`src/rtl/alu_decode_issue.sv`:
```
// alu_decode_issue: decode RV32 ALU-class fields to an aluControl code behind a 2-entry skid buffer.
//
// Ports:
//   clk, rst_n            clock, asynchronous active-low reset
//   in_valid/in_ready     upstream handshake; in_ready is purely registered
//   in_opcode/funct3/     instruction fields [6:0], [14:12], bit 30
//   in_funct7b5
//   in_tag                opaque tag carried through unchanged
//   out_valid/out_ready   downstream handshake toward the ALU stage
//   out_alu_ctrl          ADD 0000, SUB 0001, AND 0010, OR 0011, XOR 0100
//   out_tag               tag of the presented (oldest) op
//   out_illegal           only with ALU_DEC_ILLEGAL_EN: op was unsupported
//
// Build option: define ALU_DEC_ILLEGAL_EN to add out_illegal and its per-entry storage.
module alu_decode_issue (
  input  logic       clk,
  input  logic       rst_n,
  input  logic       in_valid,
  output logic       in_ready,
  input  logic [6:0] in_opcode,
  input  logic [2:0] in_funct3,
  input  logic       in_funct7b5,
  input  logic [4:0] in_tag,
  output logic       out_valid,
  input  logic       out_ready,
  output logic [3:0] out_alu_ctrl,
  output logic [4:0] out_tag
`ifdef ALU_DEC_ILLEGAL_EN
  ,
  output logic       out_illegal
`endif
);
  localparam logic [3:0] ADD = 4'b0000;
  localparam logic [3:0] SUB = 4'b0001;
  localparam logic [3:0] AND = 4'b0010;
  localparam logic [3:0] OR  = 4'b0011;
  localparam logic [3:0] XOR = 4'b0100;
  typedef enum logic [1:0] {EMPTY = 2'd0, ONE = 2'd1, TWO = 2'd2} state_t;
  state_t     state_q, state_d;
  logic       in_ready_q;
  logic [3:0] ctrl0_q, ctrl1_q, ctrl0_d, ctrl1_d;
  logic [4:0] tag0_q, tag1_q, tag0_d, tag1_d;
  logic [3:0] raw_ctrl, dec_ctrl;
  logic       dec_hit;
  logic       push, pop;
  logic       ld0_new, ld1_new, shift;
  // Decoder: dec_hit marks a supported opcode/funct3 combination.
  always_comb begin
    raw_ctrl = ADD;
    dec_hit  = 1'b0;
    case (in_opcode)
      7'b0110011: begin
        dec_hit  = (in_funct3 == 3'b000) || (in_funct3 == 3'b111) ||
                   (in_funct3 == 3'b110) || (in_funct3 == 3'b100);
        raw_ctrl = (in_funct3 == 3'b000) ? (in_funct7b5 ? SUB : ADD) :
                   (in_funct3 == 3'b111) ? AND :
                   (in_funct3 == 3'b110) ? OR  :
                   (in_funct3 == 3'b100) ? XOR : ADD;
      end
      7'b0010011: begin
        dec_hit  = (in_funct3 == 3'b000) || (in_funct3 == 3'b111) ||
                   (in_funct3 == 3'b110) || (in_funct3 == 3'b100);
        raw_ctrl = (in_funct3 == 3'b111) ? AND :
                   (in_funct3 == 3'b110) ? OR  :
                   (in_funct3 == 3'b100) ? XOR : ADD;
      end
      7'b0000011, 7'b0100011: begin
        dec_hit  = 1'b1;
        raw_ctrl = ADD;
      end
      7'b1100011: begin
        dec_hit  = 1'b1;
        raw_ctrl = SUB;
      end
      default: begin
        dec_hit  = 1'b0;
        raw_ctrl = ADD;
      end
    endcase
    dec_ctrl = dec_hit ? raw_ctrl : ADD;
  end
  // Handshakes: in_ready is registered, so push never depends on out_ready.
  assign push = in_valid & in_ready_q;
  assign pop  = out_valid & out_ready;
  // Slot 0 is always the oldest entry; slot 1 only fills while slot 0 is stalled.
  assign ld0_new = push & ((state_q == EMPTY) | pop);
  assign ld1_new = push & (state_q == ONE) & ~pop;
  assign shift   = pop & (state_q == TWO);
  // Next-state logic
  always_comb begin
    state_d = state_q;
    case (state_q)
      EMPTY:   state_d = push ? ONE : EMPTY;
      ONE:     state_d = (push & ~pop) ? TWO : (~push & pop) ? EMPTY : ONE;
      TWO:     state_d = pop ? ONE : TWO;
      default: state_d = EMPTY;
    endcase
  end
  // Entry datapath
  always_comb begin
    ctrl0_d = ld0_new ? dec_ctrl : shift ? ctrl1_q : ctrl0_q;
    tag0_d  = ld0_new ? in_tag   : shift ? tag1_q  : tag0_q;
    ctrl1_d = ld1_new ? dec_ctrl : ctrl1_q;
    tag1_d  = ld1_new ? in_tag   : tag1_q;
  end
  // State register and entry storage
  always_ff @(posedge clk or negedge rst_n) begin
    if (!rst_n) begin
      state_q    <= EMPTY;
      in_ready_q <= 1'b0;
      ctrl0_q    <= ADD;
      ctrl1_q    <= ADD;
      tag0_q     <= '0;
      tag1_q     <= '0;
    end else begin
      state_q    <= state_d;
      in_ready_q <= (state_d != TWO);
      ctrl0_q    <= ctrl0_d;
      ctrl1_q    <= ctrl1_d;
      tag0_q     <= tag0_d;
      tag1_q     <= tag1_d;
    end
  end
`ifdef ALU_DEC_ILLEGAL_EN
  logic ill0_q, ill1_q;
  always_ff @(posedge clk or negedge rst_n) begin
    if (!rst_n) begin
      ill0_q <= 1'b0;
      ill1_q <= 1'b0;
    end else begin
      ill0_q <= ld0_new ? ~dec_hit : shift ? ill1_q : ill0_q;
      ill1_q <= ld1_new ? ~dec_hit : ill1_q;
    end
  end
  assign out_illegal = ill0_q;
`endif
  // Outputs
  always_comb begin
    in_ready     = in_ready_q;
    out_valid    = (state_q != EMPTY);
    out_alu_ctrl = ctrl0_q;
    out_tag      = tag0_q;
  end
endmodule

```
`config.mk`:
```
export PLATFORM = sky130hd
export DESIGN_NAME = alu_decode_issue
export DESIGN_NICKNAME = d
export VERILOG_FILES = /design/src/rtl/alu_decode_issue.sv
export SDC_FILE = /design/constraint.sdc
export NUM_CORES = 1
export LEC_CHECK = 0
export CAP_MARGIN = 20
export CELL_PAD_IN_SITES_DETAIL_PLACEMENT = 1
export CELL_PAD_IN_SITES_GLOBAL_PLACEMENT = 1
export CORE_ASPECT_RATIO = 1.25
export CORE_UTILIZATION = 34
export CTS_CLUSTER_DIAMETER = 150
export CTS_CLUSTER_SIZE = 12
export DETAILED_ROUTE_END_ITERATION = 8
export GPL_ROUTABILITY_DRIVEN = 1
export PLACE_DENSITY_LB_ADDON = 0.1
export SKIP_CTS_REPAIR_TIMING = 1
export SYNTH_ARGS = -nofsm -noshare
export SYNTH_HDL_FRONTEND = slang
export SYNTH_SLANG_ARGS = --single-unit
export TNS_END_PERCENT = 20
```
`constraint.sdc`:
```
create_clock -name clk -period 1.97 [get_ports clk]
set_input_delay 0.394 -clock clk [delete_from_list [all_inputs] [get_ports clk]]
set_output_delay 0.394 -clock clk [all_outputs]
set_load 0.005 [all_outputs]
```
==> impl_metrics.ini, run 1 <==
[grt]
grt_pass1_vias = 819
grt_pass1_wl_mm = 3.670
track_usage = 0.1638
grt_overflow = 0
antenna_found_initial = 0
grt_max_degree = 20

[die]
core_um2 = 2680
start_util = 0.3595
die_y_um = 61.52
rows = 21
die_w_um = 49.61
die-area_um2 = 3052
boundaryPins = 31

[clock_tree]
clk_pin_slew_ns = 0.11
clk_latency_ns = 0.30
cts.sinks = 19
cts_buffers = 3
cts_tree = yes
cts_max_path_buffers = 2
cts-root-buf = clkbuf_4
cts-htree-levels = 1

[drt]
routed_wl_mm = 2.225
drt_iter0_drc = 9
drc = 0
wl_met1_um = 940
highest_layer = met4
viasPerCell = 5.019
dr.pass1.iters = 2
met3_length_um = 94
vias = 788
postRouteAntennaNets = 0
dr_wl_met2_mm = 1.155
wire_per_inst_um = 14.17

[sta]
slew_violations = 0
min_period_ns = 1.884
hold_viol = 0
fin_worst_skew_ns = 0.01013
min_period_over_period = 0.9564
finalWorstSetupSlack_ns = 0.08584
fmax_mhz = 530.7
setup_violations = 0
rsz0062_at_grt = false

[synth]
yosys_warnings = 0
synth_ff_type = dfrtp_1
synth-simple-area-share = 0.1714
synth_area_um2 = 963.4
synth.most_common_cell = dfrtp_1
synth_top_family_by_area = simple AND/OR/NAND/NOR gates
synth_area_leaders = dfrtp_1, mux2_2, o21ai_0
synth-compound-area-share = 0.1494
syn_nets = 109
yosysSeqAreaShare = 0.4935
async_flop_share = 1.000
synth_mux_area_frac = 0.1338
synth_cell_types = 30
synth_area_leader_cell = dfrtp_1
syn_inst = 88
synth_xor_area_frac = 0
synth_edf_count = 0
synth_top_area_share = 0.4935
synthAdderAreaFrac = 0.01299
synth_seq_cells = 19
avgSynthCellArea_um2 = 10.95
ys_top_cells_by_count = dfrtp_1, nand2_1, o21ai_0

[power_and_ir_drop]
p_per_area_nw_per_um2 = 1096
p_leak_nw = 0.5738
irDropWorstVdd_mv = 0.5990
total_power_mw = 1.470

[setup_path]
worstPathCellList = nor2_2, inv_1, clkdlybuf4s50_1
critPathArrivalTime_ns = 1.49
rrSetupSlack_ns = 0.54
worstReg2RegEnd = out_tag[3]
cp_max_fo = 6
end_kind = primary output
rr_startpoint = state_q[1]
crit_slowest_cell = dfrtp_1
timing_worst_setup_path_type = reg -> out
crit_path_max_incr_delay_ns = 0.47
reg2regPathDepth = 4
cp-start-kind = flip-flop
cp_data_required_time_ns = 1.58

[final_layout]
nets = 145
layout-drive-gt1-share = 0.1789
area_growth_pct = 39.22
num_antenna_cells = 0
stdcell_area_um2 = 1341
finalNonFillerCells = 157

[placed_design]
io_buffers = 29
place_congestion = 0.7911
place_area_um2 = 1311
dp_cells = 153
dpl_worst_slack_ns = -0.002925
hpwl_mm = 1.703

[min_path]
hp-class = in -> async

[outcome]
outcome = finished clean

[job]
cap_violations = 0
==> power by group <==
| group | switching, mW | total [mW] | internal (mW) |
|---|---|---|---|
| logic | 0.258 | 0.632 | 0.374 |
| clock network | 0.125 | 0.200 | 0.0758 |
| registers | 0.103 | 0.638 | 0.534 |
==> layer usage <==
metal | vias to the layer above | GRT usage
met2 | 21 | 0.3127
met4 | 0 | 0.08571
met5 | - | 0
met1 | 380 | 0.1794
met3 | 4 | 0.01975
li1 | 383 | -
==> flip-flops by register name (all words and copies together) (netlist names) <==
signal        count
in_ready          1
ctrl1_q           3
out_tag           5
state_q           2
out_alu_ctrl      3
tag1_q            5
==> stage by stage <==
step / TNS [ns] / hold slack, ns / util
2_1_floorplan: 0 / 0.09841 / -
3_3_place_gp: 0 / 0.4901 / 0.4893
3_5_place_dp: -0.002925 / 0.4995 / 0.4893
4_1_cts: 0 / 0.4214 / 0.4995
5_1_grt: 0 / 0.4543 / 0.5005
6_report: 0 / 0.4123 / 0.5005
==> cell usage in the layout (no fill, tap or decap) <==
| cell type | count |
|---|---|
| or2_2 | 1 |
| mux2i_1 | 5 |
| dfrtp_1 | 19 |
| nand3_1 | 3 |
| clkbuf_4 | 3 |
| inv_1 | 3 |
| nand2b_1 | 1 |
| nand3b_1 | 1 |
| nor4b_1 | 1 |
| ha_1 | 1 |
| clkinv_2 | 1 |
| nand4bb_1 | 1 |
| nand2_2 | 1 |
| o21ai_0 | 11 |
| o21a_1 | 1 |
| a22oi_1 | 2 |
| nor2_1 | 2 |
| a21oi_1 | 3 |
| mux2_2 | 7 |
| clkdlybuf4s50_1 | 29 |
| a22o_1 | 1 |
| o22a_1 | 1 |
| buf_4 | 5 |
| nand2_1 | 11 |
| a2111oi_4 | 1 |
| nor4_1 | 1 |
| nor4b_4 | 1 |
| o22ai_1 | 1 |
| nor2_2 | 1 |
| nor2b_1 | 2 |
| conb_1 | 1 |
| or3b_2 | 1 |
==> layout make-up <==
cell class,count,area (um2)
Timing Repair Buffer,34,327.8
Tap cell,34,42.54
Multi-Input combinational cell,63,456.7
Clock inverter,1,5.005
Sequential cell,19,475.5
Clock buffer,3,22.52
Inverter,3,11.26
Fill cell,318,1339
==> worst max-delay path, delay by kind of cell, from the launching register on <==
family	cells	cell delay, ns
DFF	1	0.47
and+or+nand+nor	1	0.21
buffers and inverters	2	0.51
==> kinds of logic (layout without fill, tap and decap cells) <==
group / after synthesis / count (layout)
muxes: 12 / 12
other: 1 / 1
buffers and inverters: 6 / 41
AOI/OAI and AO/OA: 21 / 21
and+or+nand+nor: 28 / 28
adders and majority gates: 1 / 1
DFF: 19 / 19
==> worst max-delay path by stage <==
stage | start | end | slack [ns] | depth (start not counted)
4_1_cts | state_q[1] | out_valid | 0.001 | 3
6_report | state_q[1] | out_valid | 0.09 | 3
5_1_grt | state_q[1] | out_valid | 0.003 | 3
2_1_floorplan | out_ready | tag1_q[0] | 0.49 | 3
3_5_place_dp | in_opcode[3] | out_alu_ctrl[1] | -0.003 | 5
3_3_place_gp | in_opcode[2] | out_alu_ctrl[1] | 0.01 | 5
No activity file was read; power rests on OpenSTA's default activity.
==> run 2: changes to the inputs <==
--- a/config.mk
+++ b/config.mk
@@ -16,6 +16,7 @@
 export GPL_ROUTABILITY_DRIVEN = 1
 export PLACE_DENSITY_LB_ADDON = 0.1
 export SKIP_CTS_REPAIR_TIMING = 1
+export SLEW_MARGIN = 0
 export SYNTH_ARGS = -nofsm -noshare
 export SYNTH_HDL_FRONTEND = slang
 export SYNTH_SLANG_ARGS = --single-unit
==> results of run 2 <==
Final layout, timing and power as in run 1 (identical DEF).
